`config.mk`:
```
export PLATFORM = sky130hd
export DESIGN_NAME = mem_stage
export DESIGN_NICKNAME = d
export VERILOG_FILES = /design/src/rtl/pipeline_pkg.sv /design/src/rtl/mem_align.sv /design/src/rtl/mem_stage.sv
export SDC_FILE = /design/constraint.sdc
export NUM_CORES = 1
export LEC_CHECK = 0
export ABC_AREA = 1
export BUFFER_PORTS_ARGS = -buffer_cell sky130_fd_sc_hd__buf_2
export CAP_MARGIN = 10
export CORE_AREA = 3 3 157 159
export CTS_BUF_LIST = sky130_fd_sc_hd__clkbuf_2
export DETAILED_ROUTE_END_ITERATION = 10
export DIE_AREA = 0 0 160 162
export SYNTH_ARGS = -nofsm -noshare
export SYNTH_HDL_FRONTEND = slang
export SYNTH_SLANG_ARGS = --single-unit
```
`constraint.sdc`:
```
create_clock -name clock -period 1.8 [get_ports clock]
set_input_delay 0.09 -clock clock [delete_from_list [all_inputs] [get_ports clock]]
set_output_delay 0.09 -clock clock [all_outputs]
set_load 0.005 [all_outputs]
```
`src/rtl/pipeline_pkg.sv`:
```
// pipeline_pkg: shared encodings and widths for the pipeline stages.
package pipeline_pkg;

  localparam int DATA_W      = 32;
  localparam int BE_W        = DATA_W / 8;
  localparam int REG_ADDR_W  = 5;
  localparam int INSTR_IDX_W = 26;

  typedef enum logic [1:0] {
    LS_WORD     = 2'b00,
    LS_HALF     = 2'b01,
    LS_BYTE     = 2'b10,
    LS_WORD_ALT = 2'b11
  } ls_size_e;

  typedef enum logic [1:0] {
    BR_NONE     = 2'b00,
    BR_EQ       = 2'b01,
    BR_NE       = 2'b10,
    BR_NONE_ALT = 2'b11
  } branch_e;

  typedef enum logic {
    ST_IDLE = 1'b0,
    ST_WAIT = 1'b1
  } mem_state_e;

endpackage

```
`src/rtl/mem_align.sv`:
```
// mem_align: store byte-lane/byte-enable formatting and load lane extraction with sign/zero extension.
module mem_align
  import pipeline_pkg::*;
(
  input  ls_size_e          size_i,
  input  logic [1:0]        addr_lo_i,
  input  logic              ext_op_i,
  input  logic [DATA_W-1:0] store_data_i,
  input  logic [DATA_W-1:0] rdata_i,
  output logic [BE_W-1:0]   be_o,
  output logic [DATA_W-1:0] wdata_o,
  output logic [DATA_W-1:0] load_data_o
);

  logic [15:0] half_sel;
  logic [7:0]  byte_sel;

  always_comb begin
    // NOTE: every output gets a default before the case, so no path can infer a latch.
    be_o        = 4'b1111;
    wdata_o     = store_data_i;
    load_data_o = rdata_i;
    half_sel    = addr_lo_i[1] ? rdata_i[31:16] : rdata_i[15:0];
    byte_sel    = rdata_i[{addr_lo_i, 3'b000} +: 8];
    case (size_i)
      LS_HALF: begin
        be_o        = addr_lo_i[1] ? 4'b1100 : 4'b0011;
        wdata_o     = {2{store_data_i[15:0]}};
        load_data_o = {{16{ext_op_i & half_sel[15]}}, half_sel};
      end
      LS_BYTE: begin
        be_o        = 4'b0001 << addr_lo_i;
        wdata_o     = {4{store_data_i[7:0]}};
        load_data_o = {{24{ext_op_i & byte_sel[7]}}, byte_sel};
      end
      default: ;
    endcase
  end

endmodule

```
`src/rtl/mem_stage.sv`:
```
// mem_stage: MEM pipeline stage -- data-memory port, branch/jump redirect, busy stall, MEM/WB register.
// Build option MEM_MISALIGN_TRAP_EN traps misaligned half/word accesses instead of forcing alignment.
module mem_stage
  import pipeline_pkg::*;
#(
  parameter int          ADDR_W        = 32,
  parameter logic [31:0] RESET_PC_LINK = 32'h0000_0000
) (
  input  logic                   clock,
  input  logic                   reset,
  input  logic [1:0]             EX_MEM_LS_bit,
  input  logic [1:0]             EX_MEM_Branch,
  input  logic                   EX_MEM_MemtoReg,
  input  logic                   EX_MEM_MemWrite,
  input  logic                   EX_MEM_RegWrite,
  input  logic                   EX_MEM_Jump,
  input  logic                   EX_MEM_Ext_op,
  input  logic                   EX_MEM_PctoReg,
  input  logic                   EX_MEM_zero,
  input  logic [DATA_W-1:0]      EX_MEM_branch_add_out,
  input  logic [DATA_W-1:0]      EX_MEM_pc_add_out,
  input  logic [DATA_W-1:0]      EX_MEM_alu_out,
  input  logic [DATA_W-1:0]      EX_MEM_regfile_out2,
  input  logic [INSTR_IDX_W-1:0] EX_MEM_instr26,
  input  logic [REG_ADDR_W-1:0]  EX_MEM_mux1_out,
  output logic                   dm_req,
  output logic                   dm_we,
  output logic [ADDR_W-1:0]      dm_addr,
  output logic [BE_W-1:0]        dm_be,
  output logic [DATA_W-1:0]      dm_wdata,
  input  logic [DATA_W-1:0]      dm_rdata,
  input  logic                   dm_ready,
  output logic                   pc_redirect,
  output logic [DATA_W-1:0]      pc_target,
  output logic                   mem_stall,
  output logic                   MEM_WB_RegWrite,
  output logic                   MEM_WB_MemtoReg,
  output logic                   MEM_WB_PctoReg,
  output logic [DATA_W-1:0]      MEM_WB_load_data,
  output logic [DATA_W-1:0]      MEM_WB_alu_out,
  output logic [DATA_W-1:0]      MEM_WB_pc_add_out,
  output logic [REG_ADDR_W-1:0]  MEM_WB_mux1_out
`ifdef MEM_MISALIGN_TRAP_EN
  ,
  output logic                   misalign_err
`endif
);

  ls_size_e          ls_size;
  branch_e           br_kind;
  mem_state_e        state_q, state_d;
  logic              mem_op, trap, branch_taken;
  logic [1:0]        align_mask;
  logic [DATA_W-1:0] eff_addr, load_data;

  assign ls_size = ls_size_e'(EX_MEM_LS_bit);
  assign br_kind = branch_e'(EX_MEM_Branch);
  assign mem_op  = EX_MEM_MemWrite | EX_MEM_MemtoReg;

  // Low address bits that must be zero for the access size.
  always_comb begin
    case (ls_size)
      LS_HALF: align_mask = 2'b01;
      LS_BYTE: align_mask = 2'b00;
      default: align_mask = 2'b11;
    endcase
  end

`ifdef MEM_MISALIGN_TRAP_EN
  assign trap     = mem_op & (|(EX_MEM_alu_out[1:0] & align_mask));
  assign eff_addr = EX_MEM_alu_out;
`else
  assign trap     = 1'b0;
  assign eff_addr = {EX_MEM_alu_out[DATA_W-1:2], EX_MEM_alu_out[1:0] & ~align_mask};
`endif

  assign dm_req  = mem_op & ~trap;
  assign dm_we   = EX_MEM_MemWrite;
  assign dm_addr = eff_addr[ADDR_W-1:0];

  mem_align u_align (
    .size_i      (ls_size),
    .addr_lo_i   (eff_addr[1:0]),
    .ext_op_i    (EX_MEM_Ext_op),
    .store_data_i(EX_MEM_regfile_out2),
    .rdata_i     (dm_rdata),
    .be_o        (dm_be),
    .wdata_o     (dm_wdata),
    .load_data_o (load_data)
  );

  assign branch_taken = ((br_kind == BR_EQ) &&  EX_MEM_zero) ||
                        ((br_kind == BR_NE) && !EX_MEM_zero);
  assign pc_redirect  = EX_MEM_Jump | branch_taken;
  assign pc_target    = EX_MEM_Jump ? {EX_MEM_pc_add_out[31:28], EX_MEM_instr26, 2'b00}
                                    : EX_MEM_branch_add_out;

  always_ff @(posedge clock) begin
    // NOTE: sequential state uses non-blocking assignments so every register samples pre-edge values.
    if (reset) state_q <= ST_IDLE;
    else       state_q <= state_d;
  end

  always_comb begin
    state_d   = state_q;
    mem_stall = dm_req & ~dm_ready;
    case (state_q)
      ST_IDLE: if (mem_stall)            state_d = ST_WAIT;
      ST_WAIT: if (dm_ready || !dm_req)  state_d = ST_IDLE;
      default:                           state_d = ST_IDLE;
    endcase
  end

  logic                  wb_reg_write_q, wb_mem_to_reg_q, wb_pc_to_reg_q;
  logic [DATA_W-1:0]     wb_load_data_q, wb_alu_out_q, wb_pc_add_q;
  logic [REG_ADDR_W-1:0] wb_rd_q;

  always_ff @(posedge clock) begin
    // NOTE: data fields are reset as well; the link register must come up holding RESET_PC_LINK.
    if (reset) begin
      wb_reg_write_q  <= 1'b0;
      wb_mem_to_reg_q <= 1'b0;
      wb_pc_to_reg_q  <= 1'b0;
      wb_load_data_q  <= '0;
      wb_alu_out_q    <= '0;
      wb_pc_add_q     <= RESET_PC_LINK;
      wb_rd_q         <= '0;
    end else if (mem_stall || trap) begin
      wb_reg_write_q  <= 1'b0;
      wb_mem_to_reg_q <= 1'b0;
      wb_pc_to_reg_q  <= 1'b0;
    end else begin
      wb_reg_write_q  <= EX_MEM_RegWrite;
      wb_mem_to_reg_q <= EX_MEM_MemtoReg;
      wb_pc_to_reg_q  <= EX_MEM_PctoReg;
      wb_load_data_q  <= load_data;
      wb_alu_out_q    <= EX_MEM_alu_out;
      wb_pc_add_q     <= EX_MEM_pc_add_out;
      wb_rd_q         <= EX_MEM_mux1_out;
    end
  end

  assign MEM_WB_RegWrite   = wb_reg_write_q;
  assign MEM_WB_MemtoReg   = wb_mem_to_reg_q;
  assign MEM_WB_PctoReg    = wb_pc_to_reg_q;
  assign MEM_WB_load_data  = wb_load_data_q;
  assign MEM_WB_alu_out    = wb_alu_out_q;
  assign MEM_WB_pc_add_out = wb_pc_add_q;
  assign MEM_WB_mux1_out   = wb_rd_q;

`ifdef MEM_MISALIGN_TRAP_EN
  logic misalign_q;

  always_ff @(posedge clock) begin
    if (reset) misalign_q <= 1'b0;
    else       misalign_q <= trap;
  end

  assign misalign_err = misalign_q;
`endif

endmodule

```
==> summary.md, run 1 <==
| Metric | Value |
|---|---|
| Worst Skew | 0 ns |
| Worst EP required | 2.35 ns |
| Count of final hold-check violations | 0 |
| CP Capture Type | flip-flop |
| Top-area cell type share of the netlist area | 0.3852 |
| Tightest Pin Transition | 0.6772 ns |
| Slew HR | 0.5469 |
| Overall routed net length | 23.92 mm |
| CP peak stage delay | 0.54 ns |
| RSZ-0062 raised after global routing | false |
| Vias | 7010 |
| Netlist cell types | 33 |
| Final setup TNS | 0 ns |
| Initial antenna violation count | 1 |
| Number of synthesized flops with an enable pin | 0 |
| Design Power | approximately 5.5 mW |
| Layout cells sized above 1 | 0.3866 |
| Ys flop type | dfxtp_1 |
| Crit path max-delay cell type | dlygate4sd3_1 |
| Critical-path cell list | dlygate4sd3_1 > buf_2 > nand2_8 > nand2_4 > inv_1 > nand2_1 > nand2_2 > nand3_1 > buf_4 > nand2_1 > nand2_1 > nand2_1 > dlygate4sd3_1 |
| Htree depth | 3 |
| Hold crit path type | input pin to flip-flop |
| Via/cell ratio | 4.459 |
| Total Routing Usage GR | 0.1739 |
| Setup ws final | 0.0002374 ns |
| Final net count | between 1k and 1.5k |
| Vias in the first global route | a little under 7k |
| Final Cycle Share | 0.9999 |
| IO Port Bufs | 412 |
| Worst path top cell family by delay | buffers and inverters |
| Clk buf depth | 2 |
| Core area | 23400 um2 |
| Netlist area before placement | 5405 um2 |
| Count leader, synth | nand2_1 |
| Clock latency on the worst-skew pair | about 0.60 ns |
| Pwr Density | 595.2 nW/um2 |
| Post-DP HPWL | about 17 mm |
| Status | complete, no violations |
| Clock Pin Slew Worst Setup and Hold Paths | 0.30 ns |
| First-pass GRT wire length | about 36 mm |
| Seq/Total Area, Yosys | 0.3852 |
| I/O pin count | 413 |
| Post-route minimum period | 1.800 ns |
| Die Area | around 26000 um2 |
| Avg Inst Size Synth | 7.435 um2 |
| Rows | 56 |
| Crit path max fanout | 11 |
| Die Width | 160 um |
| Initial Utilization | 0.2310 |
| Max Fclk | 555.6 MHz |
| DRC Markers | 0 |
| Synth Register Bits | 104 |
| Post-DR wirelength/cell | approximately 15 um |
| Crit-path most repeated cell | nand2_1 |
| Worst Path Arrival | 2.35 ns |
| Mapped Cells | 727 |
| Gp weighted congestion | around 0.9 |
| Total grt overflow | 0 |
| Yosys top cell by area | dfxtp_1 |
| Syn nets | 935 |
| Most frequent cells after synthesis | nand2_1, dfxtp_1, a22o_1 |
| Post-Layout Cell Count | 1572 |
| TritonCTS clock tree | done |
| Leakage power total | 5.069 nW |
| Number of DRC markers in iteration 0 | roughly 490 |
| Clock Sinks | 104 |
| Die height | 162 um |
| Final hold slack | 0.1173 ns |
| Final Util | 0.3940 |
| Post-place instance area | about 7500 um2 |
| Worst setup SP type | input pin |
| Syn-to-layout area delta | 70.58% |
| Antenna Nets Post-Route | 0 |
| Synth area leaders | dfxtp_1, nand2_1, a22o_1 |
| Max-slew violation count | 0 |
| # setup viols final | 0 |
| WS Path Type | input pin to flip-flop |
| DR pass1 iterations | 5 |
| WP buf/inv | 5 |
| Synth warn | 0 |
| Total of max-cap violations | 0 |
| Max IR drop VDD | about 0.24 mV |
| TritonCTS Buffers | 9 |
| Fin area | 9220 um2 |
| Root buffer cell | clkbuf_2 |
| Pre-CTS WS | 0.1551 ns |
| Largest net degree at the start of global routing | 52 |
| Cells after DPL | 1391 |
| FFs w/ async S/R, synth | 0 |
[cells in the final DEF (no fill, tap or decap), types with 2 or more instances in the layout]
cell / synthesis / routed
o211ai_1: 6 / 6
nand2_2: 6 / 6
buf_2: 12 / 412
o31ai_1: 2 / 2
nand2_8: 0 / 2
a31oi_1: 3 / 3
nand2_1: 232 / 232
a22o_1: 64 / 64
clkbuf_2: 0 / 9
nand2_4: 5 / 3
nand3_1: 23 / 23
nor2_1: 19 / 19
inv_1: 54 / 54
o21ai_0: 48 / 48
o311ai_0: 7 / 7
inv_6: 1 / 3
or2_1: 2 / 2
clkinv_4: 0 / 2
buf_4: 41 / 21
ha_1: 3 / 2
dfxtp_1: 104 / 104
buf_12: 1 / 4
a21oi_2: 9 / 9
a21oi_1: 43 / 43
dlygate4sd3_1: 0 / 157
inv_2: 4 / 4
[area by class of cell]
| class | instances | area (um2) |
|---|---|---|
| Sequential cell | 104 | 2082 |
| Clock buffer | 9 | 45.04 |
| Timing Repair Buffer | 595 | 3882 |
| Multi-Input combinational cell | 477 | 2519 |
| Tap cell | 319 | 399.1 |
| Fill cell | 2463 | 14180 |
| Inverter | 61 | 236.5 |
| Antenna cell | 1 | 2.502 |
| Clock inverter | 6 | 53.80 |
[state kept, by name, summed over array words and instances, names as in the netlist]
signal	cells
MEM_WB_alu_out	32
MEM_WB_load_data	32
MEM_WB_pc_add_out	32
MEM_WB_mux1_out	5
MEM_WB_MemtoReg	1
MEM_WB_PctoReg	1
MEM_WB_RegWrite	1
[cell families after synthesis]
group,count (synthesis),share of synthesized area
fa+ha+maj,3,0.006945
simple gates,290,0.2218
compound gates,184,0.2326
buf+inv,146,0.1535
flops,104,0.3852
[repair_timing]
action	in CTS	in global routing
buffers inserted	0	8
gates resized for setup	0	3
endpoints found under the setup margin	0	25
endpoints found under the hold margin	104	0
hold buffers	157	0
[report_power, final]
part / switching, mW / internal [mW] / total [mW]
Combinational: 0.900 / 0.937 / 1.84
Sequential: 0.0855 / 2.48 / 2.57
Clock: 0.878 / 0.203 / 1.08
Total: 1.86 / 3.62 / 5.49
[per-layer routing]
layer | vias to the layer above | share of wire | GRT usage
met5 | - | 0 | 0
met3 | 25 | 0.086 | 0.05152
met1 | 3237 | 0.41 | 0.2130
met4 | 0 | 0.020 | 0.05247
li1 | 3395 | - | -
met2 | 353 | 0.48 | 0.2959
[worst register-to-register path, stage by stage (launching register included)]
cell           delay (ns)
dfxtp_1              0.39
o21ai_0              0.32
a21oi_4              0.04
dlygate4sd3_1        0.56
[worst paths after layout]
kind | from | endpoint | slack (ns) | cells past startpoint
max reg2reg | MEM_WB_load_data[25] | MEM_WB_load_data[25] | 0.45 | 3
min | dm_ready | MEM_WB_RegWrite | 0.12 | 6
min reg2reg | MEM_WB_load_data[12] | MEM_WB_load_data[12] | 0.47 | 2
max | EX_MEM_alu_out[0] | MEM_WB_load_data[8] | 0.0002 | 13
(Power assumes the default switching activity.)
==> run 2: changes to the inputs <==
- ABC_AREA: 1 -> default
==> run 2 against run 1 <==
  * The flow now finishes with violations (setup timing)
  * Synthesized cell count shrank 0.55%
  * Worst hold slack gained 0.039 ns
  * First-iteration DRC count grew 74%
  * Total power grew 6.7%
  * Via count grew 10%
  * Combinational power grew 15%
  * Setup slack lost 0.025 ns
  * Cell count grew 3.3%
  * Area after synthesis grew 6.0%
  * Maximum frequency shrank 1.4%
  * Non-clock buffer count grew 77
  * Critical path type unchanged
  * Critical endpoint is now MEM_WB_load_data[3]
==> summary.md, run 2 <==
| Metric | Value |
|---|---|
| Xor-xnor portion of the synthesized cell area | 0 (unchanged) |
| Core area | 23400 um2 (unchanged) |
| Crit path max-delay cell type | dlygate4sd3_1 |
| Yosys top cell by area | dfxtp_1 |
| Most frequent cells after synthesis | nand2_1, dfxtp_1, a21oi_1 |
| CP Capture Type | flip-flop |
| Cells after DPL | 1379 (-0.86%) |
| Synth Register Bits | 104 (unchanged) |
| Worst setup SP type | input pin |
| Number of DRC markers in iteration 0 | 862 (+74%) |
| Critical-path cell list | dlygate4sd3_1 > buf_4 > nand2b_4 > inv_2 > buf_4 > a22o_1 > a221oi_2 > dlygate4sd3_1 > o21ai_0 |
| Post-Layout Cell Count | 1624 (+3.3%) |
| Avg Inst Size Synth | 7.923 um2 (+6.6%) |
| TritonCTS clock tree | done |
| Setup ws final | -0.02447 ns (-0.02470 ns) |
| Worst Skew | 0 ns (unchanged) |
| Die Area | 25920 um2 (unchanged) |
| # setup viols final | 2 (+2) |
| RSZ-0062 raised after global routing | true |
| Root buffer cell | clkbuf_2 |
| Initial antenna violation count | 2 (+1) |
| Vias in the first global route | 7518 (+11%) |
| Layout cells sized above 1 | 0.3995 (+0.01296) |
| Tightest Pin Transition | 0.4366 ns (-0.2406 ns) |
| Synth warn | 0 (unchanged) |
| Reg2Reg Setup Slack | 0.45 ns (about the same) |
| Post-DP HPWL | 18.70 mm (+11%) |
| WP buf/inv | 5 (unchanged) |
| Clock latency on the worst-skew pair | 0.60 ns (about the same) |
| Failing checks | setup timing |
| DR pass1 iterations | 6 (+1) |
| Post-route minimum period | 1.824 ns (+0.02470 ns) |
| Slew HR | 0.7089 (+0.1621) |
| Mapped Cells | 723 (-0.55%) |
| Fin area | 10370 um2 (+12%) |
| Max IR drop VDD | 0.2370 mV (-1.3%) |
| Max Fclk | 548.1 MHz (-1.4%) |
| Largest net degree at the start of global routing | 79 (+52%) |
| Syn-to-layout area delta | 81.04% |
| First-pass GRT wire length | 42.93 mm (+18%) |
| Post-DR wirelength/cell | 17.19 um (+13%) |
| Most common library cell in the layout ignoring fill and taps | buf_2 |
| Count leader, synth | nand2_1 |
| Initial Utilization | 0.2448 (+0.01379) |
| Leakage power total | 4.971 nW (-1.9%) |
| Worst path top cell family by delay | buffers and inverters |
| Design Power | 5.855 mW (+6.7%) |
| Met1 wire length | 11.40 mm (+15%) |
| DRC Markers | 0 (unchanged) |
| Met2 WL post-DR | 13.80 mm (+20%) |
| Overall routed net length | 27.92 mm (+17%) |
| FFs w/ async S/R, synth | 0 (unchanged) |
| Die height | 162 um (unchanged) |
| Clock Pin Slew Worst Setup and Hold Paths | 0.32 ns (+0.02 ns) |
| Fraction of the mapped netlist area in simple logic gates | 0.1544 (-0.06733) |
| Die Width | 160 um (unchanged) |
| Crit path max fanout | 18 (+7) |
| Synth Area in Adders | 0.006553 (-0.0003914) |
| CP peak stage delay | 0.58 ns (+0.04 ns) |
| Pwr Density | 564.6 nW/um2 (-5.1%) |
| Netlist cell types | 38 (+15%) |
| Synth Area in Compound Gates | 0.2746 (+0.04194) |
| Post-place instance area | 7964 um2 (+6.8%) |
| Rows | 56 (unchanged) |
| Worst Path Arrival | 2.37 ns (+0.02 ns) |
| WS Path Type | input pin to flip-flop |
| Max layer used | met5 |
| Syn nets | 931 (-0.43%) |
| Mux share of post-synthesis cell area | 0.09480 (+0.09480) |
| Clock Sinks | 104 (unchanged) |
| Antenna Nets Post-Route | 0 (unchanged) |
| Ys flop type | dfxtp_1 |
| Number of synthesized flops with an enable pin | 0 (unchanged) |
| Final net count | 1507 (+3.5%) |
| Netlist area before placement | 5728 um2 (+6.0%) |
| I/O pin count | 413 (unchanged) |
| Clk buf depth | 2 (unchanged) |
| Largest family of logic cells by synthesized area | compound AO/OA/AOI/OAI gates |
| Max-slew violation count | 0 (unchanged) |
| Worst EP required | 2.35 ns (about the same) |
| TritonCTS Buffers | 9 (unchanged) |
| Count of final hold-check violations | 0 (unchanged) |
| Total grt overflow | 0 (unchanged) |
| Total of max-cap violations | 0 (unchanged) |
| Gp weighted congestion | 0.8100 (-11%) |
| Via/cell ratio | 4.756 (+6.6%) |
| Htree depth | 3 (unchanged) |
| Synth area leaders | dfxtp_1, nand2_1, a211oi_1 |
| Total Routing Usage GR | 0.2057 (+0.03180) |
| Status | finished with violations |
| Hold crit path type | input pin to flip-flop |
| Top-area cell type share of the netlist area | 0.3635 (-0.02171) |
| Met3 wire length | 2.109 mm (+2.5%) |
| Vias | 7723 (+10%) |
| IO Port Bufs | 412 (unchanged) |
| Commonest cells after routing, fill and taps aside | buf_2, dlygate4sd3_1, nand2_1, dfxtp_1, a21oi_1 |
| Final Cycle Share | 1.014 (+0.01372) |
| Seq/Total Area, Yosys | 0.3635 (-0.02171) |
==> run 2: cell types whose count changed after synthesis, moves of 9 or more <==
cell and change:
a22o_1 -50, clkbuf_1 +39, mux2_2 +38, nand3_1 -15, inv_1 -49, buf_2 -10
nor2_1 -15, a21oi_2 -9, a211oi_1 +58, o21ai_0 +13, nand2_1 -60, a21oi_1 +30
==> run 2: metrics by stage <==
step | setup TNS (ns) | setup WS [ns] | util | hold slack [ns]
after detailed placement | -0.9026 | -0.1044 | 0.3403 | 0.3284
after CTS | 0 | 0.01486 | 0.4413 | 0.05851
after global placement | -0.6115 | -0.08257 | 0.3403 | 0.3255
after global routing | -0.02794 | -0.02794 | 0.4431 | 0.08005
final | -0.02480 | -0.02447 | 0.4431 | 0.1566
after floorplan | 0 | 0.001115 | - | 0.2305
==> run 2: report_power, final <==
| part | switching [mW] | internal (mW) |
|---|---|---|
| clock network | 0.948 | 0.219 |
| logic | 0.989 | 1.13 |
| registers | 0.0856 | 2.48 |
==> run 2: final timing paths <==
check	start	to	cells after the start
worst max-delay path	EX_MEM_alu_out[1]	MEM_WB_load_data[3]	9
worst min register to register	MEM_WB_load_data[30]	MEM_WB_load_data[30]	2
worst max register to register	MEM_WB_load_data[12]	MEM_WB_load_data[12]	3
worst min-delay path	EX_MEM_MemtoReg	MEM_WB_load_data[24]	5
==> run 2: layout make-up <==
cell class | instances | area [um2]
repair buffers | 672 | 4666
well taps | 319 | 399.1
clock inverters | 7 | 66.31
clock buffers | 9 | 45.04
diodes | 1 | 2.502
multi-input cells | 504 | 3067
repair inverters | 1 | 5.005
flip-flops and latches | 104 | 2082
inverters | 7 | 37.54
fillers | 2325 | 13030
==> run 2: kinds of logic after synthesis <==
logic type	count (synthesis)
compound gates	245
simple gates	209
buf+inv	115
flops	104
mux	47
fa+ha+maj	3
==> run 2: tightest hold or removal path, cell delays in order <==
cell and delay [ns]:
buf_2 0.12, o21bai_4 0.13, buf_12 0.22, o21ai_0 0.18, a211oi_1 0.04
==> run 2: per-layer routing <==
layer / global-route usage / vias up
li1: - / 3673
met1: 0.2491 / 3647
met5: 0 / -
met3: 0.05381 / 42
met4: 0.06430 / 2
met2: 0.3578 / 359
==> run 2: what timing repair did <==
action | CTS | global route
hold buffers | 225 | 0
setup endpoints to repair | 0 | 18
hold endpoints to repair | 104 | 0
resized for setup | 0 | 7
buffers inserted | 0 | 4
==> run 3: changes to the inputs <==
- BUFFER_PORTS_ARGS: -buffer_cell sky130_fd_sc_hd__buf_2 -> default
- DONT_BUFFER_PORTS: default -> 1
==> run 3 against run 2 <==
  * The flow now stops in 4_1_cts
  * Area after synthesis unchanged
  * Synthesized cell count unchanged
==> summary.md, run 3 <==
| Metric | Value |
|---|---|
| Syn nets | 931 (unchanged) |
| Status | stopped before the end |
| Die Width | 160 um (unchanged) |
| IO Port Bufs | 0 (-100%) |
| Post-DP HPWL | 16.81 mm (-10%) |
| Clock Sinks | 104 (unchanged) |
| Err | [ERROR RSZ-0060] Max buffer count reached. |
| Number of synthesized flops with an enable pin | 0 (unchanged) |
| # resized after CTS | 0 (unchanged) |
| Netlist area before placement | 5728 um2 (unchanged) |
| TritonCTS Buffers | 9 (unchanged) |
| Netlist cell types | 38 (unchanged) |
| Synth area leaders | dfxtp_1, nand2_1, a211oi_1 |
| Mapped Cells | 723 (unchanged) |
| I/O pin count | 413 (unchanged) |
| Setup Fix Bufs, Post-CTS | 0 (unchanged) |
| Rows | 56 (unchanged) |
| Ys flop type | dfxtp_1 |
| Gp weighted congestion | 0.8026 (-0.91%) |
| Root buffer cell | clkbuf_2 |
| Count leader, synth | nand2_1 |
| FFs w/ async S/R, synth | 0 (unchanged) |
| Yosys top cell by area | dfxtp_1 |
| Initial Utilization | 0.2448 (unchanged) |
| Htree depth | 3 (unchanged) |
| Top-area cell type share of the netlist area | 0.3635 (unchanged) |
| Avg Inst Size Synth | 7.923 um2 (unchanged) |
| Post-CTS Hold Fix Bufs | 196 (-13%) |
| Synth Register Bits | 104 (unchanged) |
| Clk buf depth | 2 (unchanged) |
| Most frequent cells after synthesis | nand2_1, dfxtp_1, a21oi_1 |
| Exit stage | 4_1_cts |
| Synth warn | 0 (unchanged) |
| Seq/Total Area, Yosys | 0.3635 (unchanged) |
| Die height | 162 um (unchanged) |
| Pre-CTS WS | -0.1045 ns (-0.0001140 ns) |
-- run 3: cell counts after synthesis --
No cell type changed its count.
-- run 3: cell families after synthesis --
kind of cell             count (synthesis)  synth area share
adder cells (fa/ha/maj)                  3          0.006554
multiplexers                            47           0.09480
flip-flops                             104            0.3635
buffers and inverters                  115            0.1062
AND/OR/NAND/NOR                        209            0.1544
AO/OA/AOI/OAI                          245            0.2746
-- run 3: per-stage QoR --
step | utilization | cell area [um2] | hold slack, ns | setup TNS [ns] | std cells
2_1_floorplan | - | 5728 | 0.2305 | 0 | 723
3_5_place_dp | 0.2485 | 5814 | 0.1678 | -0.4838 | 957
3_3_place_gp | 0.2485 | 5814 | 0.1658 | 0 | 957
==> run 4: changes to the inputs <==
- CORE_AREA: 3 3 157 159 -> 3 3 160 162
- CTS_BUF_LIST: sky130_fd_sc_hd__clkbuf_2 -> default
- DIE_AREA: 0 0 160 162 -> 0 0 163 165
- PLACE_DENSITY_LB_ADDON: default -> 0.15
==> run 4 against run 3 <==
  * The run now ends clean
==> summary.md, run 4 (synthesis gave the netlist of run 2 again) <==
| Metric | Value |
|---|---|
| TritonCTS Buffers | 9 (unchanged) |
| Vias | about 5.5k |
| Via/cell ratio | just over 5 |
| Clock latency on the worst-skew pair | 0.34 ns |
| IO Port Bufs | 0 (unchanged) |
| Worst setup SP type | input pin |
| Clk pwr share | 0.347 |
| Worst reg2reg path depth | 3 |
| Vias in the first global route | 5028 |
| Post-route minimum period | ~1.6 ns |
| DRC Markers | 0 |
| Post-place instance area | 5768 um2 (-0.80%) |
| CP peak stage delay | about 0.55 ns |
| Critical-path cell list | inv_1 > ha_2 > buf_12 > nor2b_1 > a22o_1 |
| Rows | 57 (+1.8%) |
| Sw Share | 0.3070 |
| Reg2Reg Setup Slack | 0.66 ns |
| I/O pin count | 413 (unchanged) |
| Total net switching power | 1.740 mW |
| Final net count | 936 |
| Setup Fix Bufs, Post-CTS | 0 (unchanged) |
| Total of max-cap violations | 0 |
| Comb pwr share | 0.190 |
| Post-Layout Cell Count | 1060 |
| # setup viols final | 0 |
| Final Cycle Share | 0.9116 |
| Fillers | roughly 2.6k |
| Worst Path Arrival | 1.55 ns |
| Worst r2r dst | MEM_WB_pc_add_out[16] |
| First-pass GRT wire length | approximately 33 mm |
| Slew HR | 0.5670 |
| Critical Path End | dm_wdata[14] |
| CP startpoint | EX_MEM_LS_bit[0] |
| Internal power | 3.927 mW |
| Max Fclk | 609.4 MHz |
| TritonCTS clock tree | done |
| Initial Utilization | 0.2362 (-0.008538) |
| Number of DRC markers in iteration 0 | 357 |
| Die Width | 163 um (+1.9%) |
| Count of final hold-check violations | 0 |
| Commonest cells after routing, fill and taps aside | nand2_1, dfxtp_1, dlygate4sd3_1, a21oi_1, o21ai_0 |
| Hold path depth | 2 |
| R2R Path Start | MEM_WB_pc_add_out[16] |
| Post-DR wirelength/cell | 22.47 um |
| Total Routing Usage GR | 0.1599 |
| Core area | 24250 um2 |
| Htree depth | 3 (unchanged) |
| Initial antenna violation count | 3 |
| Worst Skew | 0 ns |
| RSZ-0062 raised after global routing | false |
| Most common library cell in the layout ignoring fill and taps | nand2_1 |
| Largest net degree at the start of global routing | a little under 80 |
| Leakage power total | 2.522 nW |
| Syn-to-layout area delta | 20.29% |
| Worst EP required | 1.71 ns |
| Register share of total power | 0.463 |
| Layout cells sized above 1 | 0.1214 |
| Hold crit path type | input pin to flip-flop |
| Crit path max fanout | 76 |
| Status | complete, no violations |
| Die height | 165 um (+1.9%) |
| Clk buf depth | 2 (unchanged) |
| Final Util | 0.2842 |
| Tightest Pin Transition | 0.6482 ns |
| Worst Hold Launch | dm_rdata[20] |
| Die Area | 26900 um2 |
| Total grt overflow | 0 |
| Post-DP HPWL | 17.45 mm (+3.8%) |
| Pwr Density | slightly above 800 nW/um2 |
| Crit path max-delay cell type | nor2b_1 |
| Fin area | ~6900 um2 |
| Clock Sinks | 104 (unchanged) |
| CP Capture Type | output pin |
| Antenna Nets Post-Route | 0 |
| Cells after DPL | 960 (+0.31%) |
| DR pass1 iterations | 6 |
| Max-slew violation count | 0 |
| Final hold slack | 0.02467 ns |
| Max IR drop VDD | 0.3505 mV |
| Overall routed net length | roughly 24 mm |
| Gp weighted congestion | 0.7972 (-0.67%) |
| Clock Pin Slew Worst Setup and Hold Paths | 0.08 ns |
| Root buffer cell | clkbuf_16 |
| WS Path Type | input pin to output pin |
[run 4: power groups by stage]
stage	sequential [mW]	clock (mW)	combinational, mW
after floorplan	2.61	0	0.806
after CTS	2.64	2.04	1.08
after detailed placement	2.69	0	0.897
final	2.62	1.97	1.07
after global placement	2.69	0	0.881
after global routing	2.65	2.12	1.18
[run 4: cell type report]
type / count / area (um2) / share of cell area
diodes: 3 / 7.507 / 0.001090
clock buffers: 9 / 225.2 / 0.03269
clock inverters: 7 / 61.31 / 0.008898
inverters: 7 / 33.78 / 0.004903
multi-input cells: 504 / 3052 / 0.4429
flip-flops and latches: 104 / 2082 / 0.3022
well taps: 324 / 405.4 / 0.05883
repair buffers: 102 / 1023 / 0.1485
[run 4: worst min path at each step]
stage	to	slack (ns)
after global placement	MEM_WB_pc_add_out[11]	0.17
after CTS	MEM_WB_load_data[15]	0.005
final	MEM_WB_load_data[20]	0.02
after detailed placement	MEM_WB_pc_add_out[5]	0.17
after floorplan	MEM_WB_alu_out[10]	0.23
after global routing	MEM_WB_load_data[25]	0.02
[run 4: worst max-delay path, delay by kind of cell]
family / cells / cell delay (ns)
AO/OA/AOI/OAI: 1 / 0.30
adder cells (fa/ha/maj): 1 / 0.30
buffers and inverters: 2 / 0.28
AND/OR/NAND/NOR: 1 / 0.55
[run 4: per-layer routing]
| layer | share of wire | wire length (um) | up-vias | global-route usage |
|---|---|---|---|---|
| met3 | 0.089 | 2117 | 27 | 0.04816 |
| met5 | 0 | 0 | - | 0 |
| met2 | 0.48 | 11450 | 299 | 0.2605 |
| met1 | 0.42 | 9892 | 2592 | 0.2038 |
| li1 | - | - | 2533 | - |
| met4 | 0.015 | 350 | 0 | 0.04883 |
[run 4: metrics by stage]
step / setup TNS [ns] / worst slack (ns) / total power, mW
floorplan: 0 / 0.001115 / 3.418
global placement: -0.1238 / -0.01867 / 3.569
detailed placement: -0.3499 / -0.07364 / 3.587
CTS: 0 / 0.1925 / 5.760
global route: 0 / 0.09153 / 5.950
finish: 0 / 0.1591 / 5.667
[run 4: what timing repair did]
action                                 CTS  global route
gates resized for setup                  0             0
endpoints found under the hold margin   87             0
hold buffers                            81             0
